### src/rtl/lcd_value_formatter.sv
//==============================================================================
// Module      : lcd_value_formatter
// Description : Converts two unsigned readings in tenths of a unit into six
//               ASCII digit bytes (tens, ones, tenths per channel) for the
//               PmodCLP LCD driver. A single shared double-dabble datapath
//               processes one shift per clock, first for channel 1 and then
//               for channel 2. All six digits and both overflow flags are
//               committed on the same edge, so the display never shows a
//               half-updated value.
// Ports       : CLK      - system clock, rising edge
//               btnr     - synchronous active-high reset
//               start    - conversion request, accepted when busy==0
//               val_1/2  - channel values in tenths (VAL_W bits)
//               busy     - conversion in progress
//               done     - one-cycle pulse, outputs updated on this edge
//               ovf_1/2  - channel was clamped to MAX_VAL on last conversion
//               d10_x, d1_x, d10ths_x - ASCII digits per channel
// Revision    : 1.0 - initial release
//==============================================================================
`default_nettype none

module lcd_value_formatter #(
    parameter int VAL_W    = 10,
    parameter int MAX_VAL  = 999,
    parameter int BLANK_LZ = 0
) (
    input  logic             CLK,
    input  logic             btnr,
    input  logic             start,
    input  logic [VAL_W-1:0] val_1,
    input  logic [VAL_W-1:0] val_2,
    output logic             busy,
    output logic             done,
    output logic             ovf_1,
    output logic             ovf_2,
    output logic [7:0]       d10_1,
    output logic [7:0]       d1_1,
    output logic [7:0]       d10ths_1,
    output logic [7:0]       d10_2,
    output logic [7:0]       d1_2,
    output logic [7:0]       d10ths_2
);

    localparam int CNT_W = $clog2(VAL_W + 1);

    localparam logic [1:0] S_IDLE  = 2'd0;
    localparam logic [1:0] S_CONV1 = 2'd1;
    localparam logic [1:0] S_CONV2 = 2'd2;
    localparam logic [1:0] S_DONE  = 2'd3;

    localparam logic [VAL_W-1:0] C_MAX  = VAL_W'(MAX_VAL);
    localparam logic [CNT_W-1:0] C_LAST = CNT_W'(VAL_W - 1);
    localparam logic [CNT_W-1:0] C_END  = CNT_W'(VAL_W);

    logic [1:0]       r_state;
    logic [CNT_W-1:0] r_cnt;
    logic [VAL_W-1:0] r_bin;      // shift source for the channel being converted
    logic [VAL_W-1:0] r_hold2;    // clamped channel 2 value waiting for its turn
    logic [11:0]      r_bcd;
    logic [11:0]      r_res1;     // finished channel 1 BCD, held until commit
    logic             r_povf1;
    logic             r_povf2;
    logic             r_ovf1;
    logic             r_ovf2;
    logic [7:0]       r_d10_1, r_d1_1, r_d10ths_1;
    logic [7:0]       r_d10_2, r_d1_2, r_d10ths_2;

    logic             w_accept;
    logic             w_ovf1, w_ovf2;
    logic [VAL_W-1:0] w_clamp1, w_clamp2;
    logic [11:0]      w_adj;
    logic [11:0]      w_bcd_next;

    assign w_accept = start && (r_state == S_IDLE || r_state == S_DONE);
    assign w_ovf1   = (val_1 > C_MAX);
    assign w_ovf2   = (val_2 > C_MAX);
    assign w_clamp1 = w_ovf1 ? C_MAX : val_1;
    assign w_clamp2 = w_ovf2 ? C_MAX : val_2;

    // Add-3 correction on each BCD nibble before the shift.
    for (genvar gi = 0; gi < 3; gi++) begin : g_adj
        assign w_adj[gi*4 +: 4] = (r_bcd[gi*4 +: 4] >= 4'd5) ?
                                  (r_bcd[gi*4 +: 4] + 4'd3) : r_bcd[gi*4 +: 4];
    end

    assign w_bcd_next = {w_adj[10:0], r_bin[VAL_W-1]};

    function automatic logic [7:0] f_ascii(input logic [3:0] n);
        return {4'h3, n};
    endfunction

    function automatic logic [7:0] f_tens(input logic [3:0] n);
        return ((BLANK_LZ != 0) && (n == 4'd0)) ? 8'h20 : {4'h3, n};
    endfunction

    always_ff @(posedge CLK) begin
        if (btnr) begin
            r_state    <= S_IDLE;
            r_cnt      <= '0;
            r_bin      <= '0;
            r_hold2    <= '0;
            r_bcd      <= '0;
            r_res1     <= '0;
            r_povf1    <= 1'b0;
            r_povf2    <= 1'b0;
            r_ovf1     <= 1'b0;
            r_ovf2     <= 1'b0;
            r_d10_1    <= 8'h30;
            r_d1_1     <= 8'h30;
            r_d10ths_1 <= 8'h30;
            r_d10_2    <= 8'h30;
            r_d1_2     <= 8'h30;
            r_d10ths_2 <= 8'h30;
        end else begin
            case (r_state)
                S_IDLE, S_DONE: begin
                    if (w_accept) begin
                        r_state <= S_CONV1;
                        r_cnt   <= '0;
                        r_bcd   <= '0;
                        r_bin   <= w_clamp1;
                        r_hold2 <= w_clamp2;
                        r_povf1 <= w_ovf1;
                        r_povf2 <= w_ovf2;
                    end else begin
                        r_state <= S_IDLE;
                    end
                end
                S_CONV1: begin
                    if (r_cnt == C_LAST) begin
                        // Last channel 1 shift: park the result and reload
                        // the shared datapath with channel 2.
                        r_res1  <= w_bcd_next;
                        r_bcd   <= '0;
                        r_bin   <= r_hold2;
                        r_cnt   <= '0;
                        r_state <= S_CONV2;
                    end else begin
                        r_bcd <= w_bcd_next;
                        r_bin <= r_bin << 1;
                        r_cnt <= r_cnt + 1'b1;
                    end
                end
                S_CONV2: begin
                    if (r_cnt == C_END) begin
                        // All shifts complete: commit every output together.
                        r_d10_1    <= f_tens(r_res1[11:8]);
                        r_d1_1     <= f_ascii(r_res1[7:4]);
                        r_d10ths_1 <= f_ascii(r_res1[3:0]);
                        r_d10_2    <= f_tens(r_bcd[11:8]);
                        r_d1_2     <= f_ascii(r_bcd[7:4]);
                        r_d10ths_2 <= f_ascii(r_bcd[3:0]);
                        r_ovf1     <= r_povf1;
                        r_ovf2     <= r_povf2;
                        r_cnt      <= '0;
                        r_state    <= S_DONE;
                    end else begin
                        r_bcd <= w_bcd_next;
                        r_bin <= r_bin << 1;
                        r_cnt <= r_cnt + 1'b1;
                    end
                end
                default: r_state <= S_IDLE;
            endcase
        end
    end

    assign busy     = (r_state == S_CONV1) || (r_state == S_CONV2);
    assign done     = (r_state == S_DONE);
    assign ovf_1    = r_ovf1;
    assign ovf_2    = r_ovf2;
    assign d10_1    = r_d10_1;
    assign d1_1     = r_d1_1;
    assign d10ths_1 = r_d10ths_1;
    assign d10_2    = r_d10_2;
    assign d1_2     = r_d1_2;
    assign d10ths_2 = r_d10ths_2;

endmodule

`default_nettype wire

### config.mk
export PLATFORM = sky130hd
export DESIGN_NAME = lcd_value_formatter
export DESIGN_NICKNAME = d
export VERILOG_FILES = /design/src/rtl/lcd_value_formatter.sv
export SDC_FILE = /design/constraint.sdc
export NUM_CORES = 1
export LEC_CHECK = 0
export CORE_ASPECT_RATIO = 0.8
export CORE_UTILIZATION = 40
export CTS_BUF_LIST = sky130_fd_sc_hd__clkbuf_4
export CTS_CLUSTER_SIZE = 40
export DETAILED_ROUTE_END_ITERATION = 8
export HOLD_SLACK_MARGIN = 0.02
export PLACE_DENSITY = 0.79
export SKIP_CTS_REPAIR_TIMING = 1
export SLEW_MARGIN = 20
export SYNTH_ARGS = -nofsm -noshare
export SYNTH_HDL_FRONTEND = slang
export SYNTH_SLANG_ARGS = --single-unit
export TNS_END_PERCENT = 1
### constraint.sdc
create_clock -name CLK -period 1.5 [get_ports CLK]
set_input_delay 0.15 -clock CLK [delete_from_list [all_inputs] [get_ports CLK]]
set_output_delay 0.15 -clock CLK [all_outputs]
set_load 0.01 [all_outputs]
# ---- Word level (Yosys, flattened, before mapping)
# Index checks and enable logic that the tools add are counted.
dict set report totals {
  reg_bits 78
  input_bits 23
  output_inout_bits 52
  elab_cells 65
}
dict set report op_classes {
  n_addsub 4
  order_cmp 5
  eq_ne 9
  mux 21
  n_reduce_logical 10
}
# cell count
set ops {}
lappend ops {{two-way mux 10 bit} 5}
lappend ops {{two-way mux 12 bit} 3}
lappend ops {{case mux 12 bit (3 select lines)} 1}
lappend ops {{case mux 10 bit (3 select lines)} 1}
lappend ops {{greater-than comparator 10 bit, second input constant} 2}
lappend ops {{two-way mux 4 bit} 5}
lappend ops {{>= comparator 4 x 3 -> 1 bit, second input constant} 3}
lappend ops {{case mux 4 bit (3 select lines)} 1}
lappend ops {{AND reduction 2 bit} 5}
lappend ops {{adder 4 x 2 -> 4 bit, second input constant} 2}
lappend ops {{equality test 4 bit, second input constant} 2}
lappend ops {{!= test 2 bit, second input constant} 4}
lappend ops {{case mux 2 bit (3 select lines)} 1}
lappend ops {{adder 4 x 1 -> 4 bit, second input constant} 1}
lappend ops {{equality test 2 bit, second input constant} 2}
lappend ops {{two-way mux 2 bit} 2}
lappend ops {{adder 3 x 2 -> 3 bit, second input constant} 1}
lappend ops {{two-way mux 3 bit} 1}
lappend ops {{equality test 2 x 1 -> 1 bit, second input constant} 1}
lappend ops {{zero test 2 bit} 1}
lappend ops {{logical OR 1 bit} 2}
lappend ops {{OR reduction 2 bit} 1}
lappend ops {{logical AND 1 bit} 1}
lappend ops {{two-way mux 1 bit} 1}

# ---- Depth between registers and ports, before layout
dict set report depth {
  word_depth 5
  mapped_depth 9
  depth_no_buf 6
}

# ---- Worst setup path after synthesis
# No wires, ideal clock.
dict set report synth_path {
  kind {register to register}
  start {register r_state[0]}
  end {register r_bin[9]}
  setup_time_ns 0.091
  arrival_ns 1.567
  required_ns 1.409
  setup_slack_ns -0.158
  path_stages_with_launch 9
  n_path_buf 2
  period_less_slack_ns 1.658
  cell_sequence {dfxtp_1 inv_1 ha_1 buf_2 nor2b_1 a21oi_2 buf_4 nor2_1 a311oi_1}
}
dict set report synth_via {
  elab_chain_cells 5
  word_cells_on_any_way 11
  cone_classes {eq/ne: 5; mux: 1; reduce/logical: 5}
}
# item line
set synth_lines {}
lappend synth_lines {{start, declared} 55} ;# logic [1:0] r_state;
lappend synth_lines {{start signal, assigned} 98} ;# r_state <= S_IDLE;
lappend synth_lines {{start signal, assigned} 118} ;# r_state <= S_CONV1;
lappend synth_lines {{start signal, assigned} 126} ;# r_state <= S_IDLE;
lappend synth_lines {{equality test 2 bit or zero test 2 bit (tied branches)} {74, 115}}
lappend synth_lines {{logical OR 1 bit} 74} ;# assign w_accept = start && (r_state == S_IDLE || r_state == S_DONE);
lappend synth_lines {{logical AND 1 bit} 74}
lappend synth_lines {{!= test 2 bit (no source line)} --}
lappend synth_lines {{AND reduction 2 bit (no source line)} --}
lappend synth_lines {{end signal, assigned} 121} ;# r_bin <= w_clamp1;
lappend synth_lines {{end signal, assigned} 135} ;# r_bin <= r_hold2;
lappend synth_lines {{end signal, assigned} 140} ;# r_bin <= r_bin << 1;
lappend synth_lines {{end, declared} 57} ;# logic [VAL_W-1:0] r_bin;
# Parallel ways exist; a longest one is shown, timed or not.
# A chain may end at the register's enable or synchronous reset.

# ---- Worst setup path in the final report
dict set report layout_path {
  start {register r_state[0]}
  end {register r_cnt[1]}
}
dict set report layout_via {
  elab_chain_cells 4
  word_cells_on_any_way 9
  cone_classes {eq/ne: 4; mux: 1; reduce/logical: 4}
}
# item line
set layout_lines {}
lappend layout_lines {{equality test 2 bit or zero test 2 bit (tied branches)} {74, 115}}
lappend layout_lines {{logical OR 1 bit} 74}
lappend layout_lines {{logical AND 1 bit} 74}
lappend layout_lines {{!= test 2 bit (no source line)} --}
lappend layout_lines {{end signal, assigned} 141} ;# r_cnt <= r_cnt + 1'b1;
lappend layout_lines {{end signal, assigned} 160} ;# r_cnt <= r_cnt + 1'b1;
lappend layout_lines {{end, declared} 56} ;# logic [CNT_W-1:0] r_cnt;
# Parallel ways exist; a longest one is shown, timed or not.

==> key figures <==
Pwr
  – Pint: between 0.003 and 0.004 W
  – Switching power: 0.00183 W
  – Share of total power in the clock network: a little over a fifth
  – Sw frac: between 30% and 40%
  – VDD IR max: just under 0.5 mV
  – Static Leak: ~2.3 nW
  – Pwr/cell area: approximately 1100 mW/mm²
  – Power share of the combinational group: between 30% and 40%
  – Seq pwr share: between 40% and 50%

Place
  – # placed instances: 627
  – DP HPWL: ~6600 µm
  – Gpl congestion: around 0.85
  – Buffers on Ports: 50
  – Post-Place Cell Area: 0.00455 mm²

Final layout
  – Layout cell share with drive strength beyond 1: ~18%
  – Final Cell Area: roughly 0.0048 mm²
  – Sequential Area: about 0.0016 mm²
  – Area Growth Syn to Fin: 29.8%
  – Fillers: between 800 and 900
  – Cell Count, Final, Fillers Out: 644
  – Area occupied by multi-input gates: slightly below 0.002 mm²
  – Layout Nets: about 560
  – N_diodes: 0

Run status
  – Failing checks: setup timing
  – Status: complete, but fails checks

Critical path
  – Worst EP required: 1.86 ns
  – Crit path largest cell delay: about 0.6 ns
  – CP endpoint: r_cnt[1]$_SDFFE_PP0P_
  – Crit. Startpoint: r_state[0]$_SDFFE_PP0P_
  – Worst EP arrival: just under 2 ns
  – Worst Path Class, Setup: flop to flop
  – Register-to-Register Setup Slack: -0.09 ns
  – CP Launch Type: flop
  – Critical Path Slowest Stage Cell: or4b_2
  – Crit end category: flop
  – Most common cell on crit path: a21oi_1
  – R2r worst-path depth: 6
  – R2R Path Start: r_state[0]$_SDFFE_PP0P_
  – Worst-path fanout max: 10
  – RR Endpoint: r_cnt[1]$_SDFFE_PP0P_
  – Worst-path cell chain: inv_2, ha_4, buf_4, a21oi_1, or4b_2, a21oi_1

Die
  – Rows: 31
  – Die Wd: between 100 and 150 µm
  – Io pins: 75
  – Die area: between 0.009 and 0.01 mm²
  – Die Height: 88.1 µm
  – Area of the core: between 0.009 and 0.01 mm²
  – Initial Utilization: about 40%

Drt
  – Antenna viol nets, final: 0
  – Via count: about 3300
  – Routed WL: about 9100 µm
  – Residual DRC: 0
  – Wl on met1: a little over 4000 µm
  – Highest Signal Layer: met4
  – Initial drt markers: about 190
  – Drt wl/cell: about 14 µm
  – First-pass DRT Iterations: 5
  – Routed vias/inst: 5.16
  – Metal2 WL: around 4300 µm
  – WL met3: approximately 460 µm

Global routing
  – Gr ovfl total: 0
  – Vias in the first global route: 3155
  – Initial antenna violation count: 0
  – First-pass GRT wire length: about 15000 µm
  – Total track usage: between 10% and 20%
  – Largest net degree at the start of global routing: 54

Synth
  – Sequential fraction of the synthesis area: a little over two fifths
  – Cell Area, Synth: ~0.0037 mm²
  – Number of synthesized flops with an enable pin: 0
  – Cells after Synth: roughly 440
  – Asr flop ratio synth: 0%
  – Main flop type after synthesis: dfxtp_1
  – Avg Cell Area, Syn: approximately 8.4 µm²
  – Number of unique standard cell types used by synthesis: roughly 50
  – #FFs+latches synth: between 70 and 80
  – Synth warn: 0

STA
  – Hold WS: roughly 0.31 ns
  – Setup slack after layout: -0.0903 ns
  – Clk_skew: 0.0194 ns
  – Final setup viols: 28
  – Slew Viols, Final: 0
  – FMAX: about 630 MHz
  – Final worst path period share: 106%
  – Final min period: 1.59 ns
  – Unrepaired setup endpoints after global routing: true
  – Final Hold Viols: 0
  – Final TNS setup: -1.09 ns

Flow run
  – Max_cap viols: 0

Clock network
  – Htree depth: 3
  – CTS tree: yes
  – Worst skew pair latency: around 0.42 ns
  – Clk root buf: clkbuf_4
  – Clock Path Buffers: 2
  – CTS Sinks: just under 80
  – Worst-path clk slew: between 0.1 and 0.15 ns
  – Num CTS Buffers: 9

Hold path
  – HP Class: primary input to flop
  – Worst hold start: val_2[9]
-- critical path: cells and delay by family, from the launching register on --
family / cells / cell delay (ns)
and+or+nand+nor: 1 / 0.61
DFF: 1 / 0.35
buffers and inverters: 2 / 0.25
AOI/OAI and AO/OA: 2 / 0.20
adders and majority gates: 1 / 0.13
-- layer usage --
metal / GRT usage [%] / vias to the layer above
met1: 25.0 / 1544
met4: 6.30 / 0
met3: 4.69 / 18
met2: 32.7 / 105
met5: 0 / -
li1: - / 1658
-- power by group through the flow --
stage	Sequential, W	Combinational (W)	Clock (W)
2_1_floorplan	0.00241	0.00116	0
3_3_place_gp	0.00245	0.00164	0
3_5_place_dp	0.00246	0.00170	0
4_1_cts	0.00241	0.00171	0.00116
5_1_grt	0.00244	0.00198	0.00127
6_report	0.00242	0.00180	0.00113
-- worst min-delay path by stage --
stage | cells after the start | endpoint
floorplan | 2 | r_hold2[5]$_SDFFE_PP0P_
global placement | 2 | d10ths_1[1]$_SDFFE_PP0P_
detailed placement | 2 | d10_2[0]$_SDFFE_PP0P_
CTS | 2 | r_res1[0]$_SDFFE_PP0P_
global route | 3 | r_hold2[8]$_SDFFE_PP0P_
finish | 3 | r_hold2[9]$_SDFFE_PP0P_
-- cells in the mapped netlist, types with 2 or more instances --
cell type	instances	area, µm²
buf_1	4	15.0
o221ai_1	2	17.5
conb_1	2	7.51
inv_1	11	41.3
nor2b_1	2	12.5
a221oi_1	4	35.0
o21ai_0	17	85.1
a21o_1	6	45.0
a311oi_1	13	114
o2bb2ai_1	2	17.5
clkbuf_1	9	33.8
nand3_1	2	10.0
a22oi_1	2	15.0
a21oi_1	54	270
mux2i_1	3	30.0
a22o_1	7	61.3
nand2_1	84	315
nor2_1	31	116
a211oi_1	9	67.6
o21a_1	7	52.6
xnor2_1	3	26.3
nor2_2	3	18.8
ha_1	9	113
dfxtp_1	78	1560
nor3b_1	11	82.6
buf_2	5	25.0
buf_6	4	45.0
buf_4	27	203
nand2b_1	7	43.8
nor3_1	7	35.0
-- state kept, by name, summed over array words and instances, names as in the netlist --
register and cells:
r_res1 12, d10_1 4, r_cnt 4, r_povf2 1, ovf_1 1, r_povf1 1
r_hold2 10, d1_1 4, ovf_2 1, d10ths_2 4, r_bcd 12, d10ths_1 4
d1_2 4, r_bin 10, d10_2 4, r_state 2
-- layout by cell type, fill, tap and decap left out, types with 6 or more instances in the layout --
cell type        count
buf_4               38
nor3_1               7
nor2_1              30
o21a_1               7
ha_1                 7
dlymetal6s2s_1      27
a211oi_1             8
a21oi_1             51
nand2_1             84
inv_1                8
a21o_1               6
o21ai_0             16
a22o_1               7
a311oi_1            12
conb_1              24
dfxtp_1             75
clkdlybuf4s50_1     22
clkbuf_4            10
nor3b_1             10
-- kinds of logic after synthesis --
family / share of synthesized area (%)
AO/OA/AOI/OAI: 22.9
multiplexers: 0.809
AND/OR/NAND/NOR: 20.4
flip-flops: 42.1
XOR/XNOR: 0.708
buffers and inverters: 9.78
adder cells (fa/ha/maj): 3.04
other: 0.202
-- final cells by class --
type | instances | area share, %
multi-input cells | 328 | 40.7
inverters | 11 | 0.857
flip-flops and latches | 78 | 32.6
repair buffers | 96 | 20.4
clock inverters | 6 | 0.961
well taps | 115 | 2.99
clock buffers | 10 | 1.56
-- stage by stage --
stage | total power, W | setup WS, ns | util, %
6_report | 0.00535 | -0.0903 | 53.3
5_1_grt | 0.00568 | -0.208 | 53.3
4_1_cts | 0.00527 | -0.469 | 51.7
3_5_place_dp | 0.00415 | -0.160 | 50.3
3_3_place_gp | 0.00409 | -0.0970 | 50.3
2_1_floorplan | 0.00357 | -0.0240 | -
(Power assumes the default switching activity.)
